**src/rtl/fetch_sequencer.sv**
```systemverilog
// fetch_sequencer: sequences IFU PC and a req/ack instruction memory, buffering one word on decode stall.
// Optional FETCH_TIMEOUT_EN aborts fetches outstanding for TIMEOUT_CYCLES cycles and flags timeout_err.
module fetch_sequencer #(
  parameter int FLUSH_ON_REDIRECT = 0,
  parameter int TIMEOUT_CYCLES = 16
) (
  input  logic        clk,
  input  logic        reset,
  input  logic [31:0] pc_in,
  input  logic        redirect,
  input  logic        id_stall,
  output logic        imem_req,
  output logic [31:0] imem_addr,
  input  logic        imem_ack,
  input  logic [31:0] imem_rdata,
  output logic        freeze_pc,
  output logic        if_valid,
  output logic [31:0] if_instr,
  output logic [31:0] if_pc,
  output logic        busy,
  output logic        timeout_err
);
  typedef enum logic [1:0] {S_ISSUE, S_WAIT, S_HOLD, S_DROP} state_t;
  state_t state, state_n;
  logic [31:0] hold_buf;
  logic ok, deliver, from_hold, capture, timeout;
  assign ok = !if_valid || !id_stall;
  assign imem_req = state == S_WAIT || state == S_DROP;
  assign busy = imem_req;
`ifdef FETCH_TIMEOUT_EN
  localparam int CW = $clog2(TIMEOUT_CYCLES + 1);
  logic [CW-1:0] cnt;
  assign timeout = imem_req && !imem_ack && cnt == CW'(TIMEOUT_CYCLES - 1);
  always_ff @(posedge clk or negedge reset) begin
    if (!reset) begin
      cnt <= '0;
      timeout_err <= 1'b0;
    end else begin
      cnt <= (imem_req && state_n == state) ? cnt + 1'b1 : '0;
      if (timeout) timeout_err <= 1'b1;
    end
  end
`else
  assign timeout = 1'b0;
  assign timeout_err = 1'b0;
`endif
  always_comb begin
    state_n = state;
    deliver = 1'b0;
    from_hold = 1'b0;
    capture = 1'b0;
    case (state)
      S_ISSUE: state_n = redirect ? S_ISSUE : S_WAIT;
      S_WAIT: begin
        if (redirect) state_n = imem_ack ? S_ISSUE : S_DROP;
        else if (imem_ack) begin
          deliver = ok;
          capture = !ok;
          state_n = ok ? S_ISSUE : S_HOLD;
        end
      end
      S_HOLD: begin
        if (redirect) state_n = S_ISSUE;
        else if (ok) begin
          deliver = 1'b1;
          from_hold = 1'b1;
          state_n = S_ISSUE;
        end
      end
      default: if (!redirect && imem_ack) state_n = S_ISSUE;
    endcase
    if (timeout) state_n = S_ISSUE;
    freeze_pc = !(redirect || deliver);
  end
  always_ff @(posedge clk or negedge reset) begin
    if (!reset) begin
      state <= S_ISSUE;
      imem_addr <= '0;
      hold_buf <= '0;
      if_valid <= 1'b0;
      if_instr <= '0;
      if_pc <= '0;
    end else begin
      state <= state_n;
      if (state == S_ISSUE) imem_addr <= pc_in;
      if (capture) hold_buf <= imem_rdata;
      if (deliver) begin
        if_instr <= from_hold ? hold_buf : imem_rdata;
        if_pc <= imem_addr;
        if_valid <= 1'b1;
      end else if ((FLUSH_ON_REDIRECT != 0 && redirect) || !id_stall) if_valid <= 1'b0;
    end
  end
endmodule

```
**config.mk**
```make
export PLATFORM = sky130hd
export DESIGN_NAME = fetch_sequencer
export DESIGN_NICKNAME = d
export VERILOG_FILES = /design/src/rtl/fetch_sequencer.sv
export SDC_FILE = /design/constraint.sdc
export NUM_CORES = 1
export LEC_CHECK = 0
export CAP_MARGIN = 40
export CORE_UTILIZATION = 30
export DETAILED_ROUTE_END_ITERATION = 8
export HOLD_SLACK_MARGIN = 0.12
export PLACE_DENSITY = 0.57
export SLEW_MARGIN = 20
export SYNTH_ARGS = -nofsm -noshare
export SYNTH_HDL_FRONTEND = slang
export SYNTH_SLANG_ARGS = --single-unit
```
**constraint.sdc**
```tcl
create_clock -name clk -period 2.1 [get_ports clk]
set_input_delay 0.21 -clock clk [delete_from_list [all_inputs] [get_ports clk]]
set_output_delay 0.21 -clock clk [all_outputs]
set_load 0.01 [all_outputs]
```
# --- Yosys cells after proc, flatten, opt, wreduce, memory -nomap -nowiden ---
# Index checks and enable logic that the tools add are counted.
word_totals:
  elab_cells: 45
  inputBits: 69
  regBits: 131
classes:
  eq_ne: 6
  n_mux: 21
  reduce_logical: 12
ops:
  columns: ["op", "n"]
  rows:
  - ["$mux 32", 1]
  - ["$mux 2", 7]
  - ["$mux 1", 11]
  - ["$ne 3x3->1 const B", 2]
  - ["$pmux 2 s3", 1]
  - ["$logic_not 1->1", 5]
  - ["$eq 2x2->1 const B", 2]
  - ["$reduce_bool 4->1", 1]
  - ["$logic_or 1x1->1", 3]
  - ["$reduce_and 3->1", 1]
  - ["$eq 2x1->1 const B", 1]
  - ["$logic_not 2->1", 1]
  - ["$ne 2x1->1 const B", 1]
  - ["$pmux 1 s2", 1]
  - ["$logic_and 1x1->1", 1]

# --- Depth between registers and ports, before layout ---
logic_depth:
  depth_word: 7
  mapped_depth: 10
  ltp_nobuf: 5

# --- Worst setup path before layout ---
# No wires, ideal clock.
synth_timing:
  kind: "register -> output"
  startpoint: "register state[0]"
  endpoint: "output freeze_pc"
  setup_slack_ns: 0.143
  stages_incl_launch_ff: 11
  arrival_time_ns: 1.747
  path_cell_list: "dfrtp_1 -> inv_1 -> ha_1 -> buf_6 -> a21o_1 -> buf_6 -> and3_4 -> buf_6 -> buf_6 -> buf_6 -> nor2_1"
synth_via:
  elab_chain_len: 4
synth_lines:
  columns: ["element", "line_no", "text"]
  rows:
  - ["start: declaration", "24", "state_t state, state_n;"]
  - ["start signal: assignment", "84", "state <= state_n;"]
  - ["$eq 2x2->1 / $eq 2x1->1 (equally long branches)", "52", "case (state)"]
  - ["$pmux 1 s2 (*)", "52", null]
  - ["$logic_or 1x1->1 (*)", "73", "freeze_pc = !(redirect || deliver);"]
  - ["$logic_not 1->1 (*)", "73", null]
  - ["end: declaration", "16", "output logic freeze_pc,"]
# Mark *: on every way between the ends. The rest lies on a longest branch, timed or not.

# --- Worst setup path in the final report ---
layout_timing:
  startpoint: "register state[0]"
  endpoint: "output imem_req"
layout_via:
  elab_chain_len: 2
layout_lines:
  columns: ["element", "line_no", "text"]
  rows:
  - ["$eq 2x1->1 / $eq 2x2->1 (equally long branches)", "28", "assign imem_req = state == S_WAIT || state == S_DROP;"]
  - ["$logic_or 1x1->1 (*)", "28", null]
  - ["end: declaration", "12", "output logic imem_req,"]
# Marked as above.

==> impl_metrics.env <==
export IMPL_finalCritPeriodShare_pct=94.90
export IMPL_area_growth_pct=43.96
export IMPL_coreArea_mm2=0.01815
export IMPL_internal_power_mw=8.385
export IMPL_synth_top_cells_by_area="dfrtp_1 58%, mux2_2 15%, a31oi_1 7.1%"
export IMPL_path_max_fanout=6
export IMPL_dieWidth_um=138.9
export IMPL_wl_um=15150
export IMPL_grt_total_usage_pct=16.35
export IMPL_setup_viol=0
export IMPL_drt_iter0_drc=184
export IMPL_layout_common_cells="164 x clkdlybuf4s50_1, 131 x dfrtp_1, 74 x mux2_2"
export IMPL_hold_viol=0
export IMPL_dpl_hpwl_um=9985
export IMPL_ys_seq_elements=131
export IMPL_crit_arrival_ps=1780
export IMPL_utilization_pct=44.62
export IMPL_holdWs_ps=346.6
export IMPL_dieArea_mm2=0.01930
export IMPL_synthCells=426
export IMPL_dr_pass1_iters=8
export IMPL_combPwrFrac_pct=41.7
export IMPL_antenna_left=0
export IMPL_grt_pass1_wl_um=24450
export IMPL_sw_frac_of_total_pct=31.53
export IMPL_drive_above_1_share_pct=25.45
export IMPL_syn_nets=499
export IMPL_clock_sinks=131
export IMPL_cts_buffers=17
export IMPL_power_leakage_nw=3.376
export IMPL_final_common_cell="clkdlybuf4s50_1"
export IMPL_grt_max_degree=66
export IMPL_slew_headroom_pct=58.90
export IMPL_violations="design-rule violations"
export IMPL_die_height_um=138.9
export IMPL_final_nets=667
export IMPL_clock_root_buffer="clkbuf_16"
export IMPL_clock_latency_ps=400
export IMPL_vias=4213
export IMPL_drc_errors=7
export IMPL_cp_end_kind="output port"
export IMPL_fp_row_count=49
export IMPL_hold_path_class="in -> async"
export IMPL_power_mw=12.25
export IMPL_critPathLaunchType="flip-flop"
export IMPL_finalCriticalPeriod_ps=1993
export IMPL_p_switching_mw=3.862
export IMPL_synth_largest_area_cell="dfrtp_1"
export IMPL_grt_pass1_vias=4558
export IMPL_diodes=0
export IMPL_wl_per_cell_um=18.17
export IMPL_fin_tns_setup_ps=0
export IMPL_path_clk_slew_ps=60
export IMPL_grt_remaining_overflow=0
export IMPL_start_util_pct=30.99
export IMPL_clockBufferDepth=2
export IMPL_status="finished, violations left"
export IMPL_drv_slew=0
export IMPL_rsz0062_at_grt="false"
export IMPL_synth_avg_cell_area_um2=13.20
export IMPL_finClkSkew_ps=9.054
export IMPL_cts_tree="yes"
export IMPL_cp_required_ps=1890
export IMPL_worst_slew_pin_transition_ps=616.5
export IMPL_clock_fmax_ghz=0.5018
export IMPL_path_class="reg -> out"
export IMPL_place_gp_congestion=0.7613
export IMPL_htree_levels=4
export IMPL_max_cap_violations=0
export IMPL_portBuffers=168
export IMPL_power_density_mw_per_mm2=1513
export IMPL_peakVddDrop_uv=642.6
export IMPL_vias_per_cell=5.052
export IMPL_synth_top_area_share_pct=58.29
export IMPL_synth_distinct_cells=27
export IMPL_antenna_found_initial=0
export IMPL_io_pins=170
export IMPL_syn_cell_area_mm2=0.005624
export IMPL_yosysWarnings=0
export IMPL_p_seq_share_pct=36.6
export IMPL_pwr_share_clk_pct=21.7
export IMPL_synth_seq_area_share_pct=58.29
==> cell type report <==
type,count,area [µm²]
Fill cell,1662,10050
Sequential cell,131,3278
Multi-Input combinational cell,249,2112
Timing Repair Buffer,191,1886
Clock buffer,24,461.7
Tap cell,229,286.5
Clock inverter,6,57.56
Inverter,4,15.01
==> cell usage after synthesis <==
cell,n
nand3_1,33
or2_2,1
and3_4,1
mux2_2,74
mux2_4,24
nor2_1,1
buf_2,7
dfrtp_1,131
o22ai_1,1
a22o_1,1
o21ba_2,1
a21oi_1,1
o32a_1,1
buf_6,9
buf_4,2
inv_1,4
nand2_1,4
o21ai_0,32
ha_1,4
nor3_2,1
clkbuf_1,20
conb_1,1
buf_1,4
a31oi_1,64
a21o_1,2
a41oi_1,1
nor2b_1,1
==> kinds of logic after synthesis <==
logic type / share of synthesized area (%)
muxes: 21.22
AOI/OAI and AO/OA: 11.10
adders and majority gates: 0.8899
and+or+nand+nor: 3.871
other: 0.06668
DFF: 58.29
buffers and inverters: 4.560
==> power by group through the flow <==
stage          clock (mW)  combinational, mW  sequential [mW]
6_report             2.66               5.11             4.48
5_1_grt              2.86               5.46             4.64
4_1_cts              2.73               5.18             4.51
3_5_place_dp            0               5.17             4.52
3_3_place_gp            0               5.09             4.48
2_1_floorplan           0               2.08             4.79
==> critical path: stages, from the launching register on <==
cell             delay (ps)
dfrtp_1                 410
ha_1                    240
buf_4                   160
or2_2                   330
clkdlybuf4s15_1         240
==> path summary, 6_finish.rpt <==
path                                      from      endpoint  slack (ps)  depth (start not counted)
worst max-delay path                  state[0]      imem_req         110                          4
worst min-delay path                     reset  if_instr[18]         350                          2
worst max register to register        state[0]      state[0]         120                          6
worst min register to register        if_pc[1]      if_pc[1]         510                          1
max in group asynchronous                reset     if_pc[25]        1030                          3
min in group clk                imem_rdata[18]  if_instr[18]         410                          3
==> metal layers <==
metal / track usage, % / vias to the layer above / share of wire (%) / wire length [µm]
met4: 5.965 / 0 / 1.6 / 244
met3: 4.800 / 16 / 5.7 / 857
met5: 0 / - / 0 / 0
li1: - / 1917 / - / -
met1: 19.66 / 2150 / 41 / 6230
met2: 27.75 / 130 / 52 / 7821
==> sequential cells by signal, indices dropped and copies added, names as in the netlist <==
name / count
hold_buf: 32
if_instr: 32
if_pc: 32
if_valid: 1
imem_addr: 32
state: 2
==> stage by stage <==
step / instances / instance area, µm² / setup WS, ps
6_report: 834 / 8097 / 107.1
5_1_grt: 834 / 8097 / 9.313
3_5_place_dp: 801 / 7560 / 36.76
2_1_floorplan: 426 / 5624 / 142.8
4_1_cts: 832 / 8092 / 6.472
3_3_place_gp: 801 / 7560 / 75.64
==> what timing repair did <==
| item | CTS | global route |
|---|---|---|
| setup endpoints to repair | 3 | 3 |
| gates resized for setup | 7 | 2 |
| hold buffers | 1 | 0 |
| gates cloned | 0 | 0 |
| hold endpoints to repair | 62 | 0 |
| buffers inserted | 0 | 2 |
No activity file was read; power rests on OpenSTA's default activity.
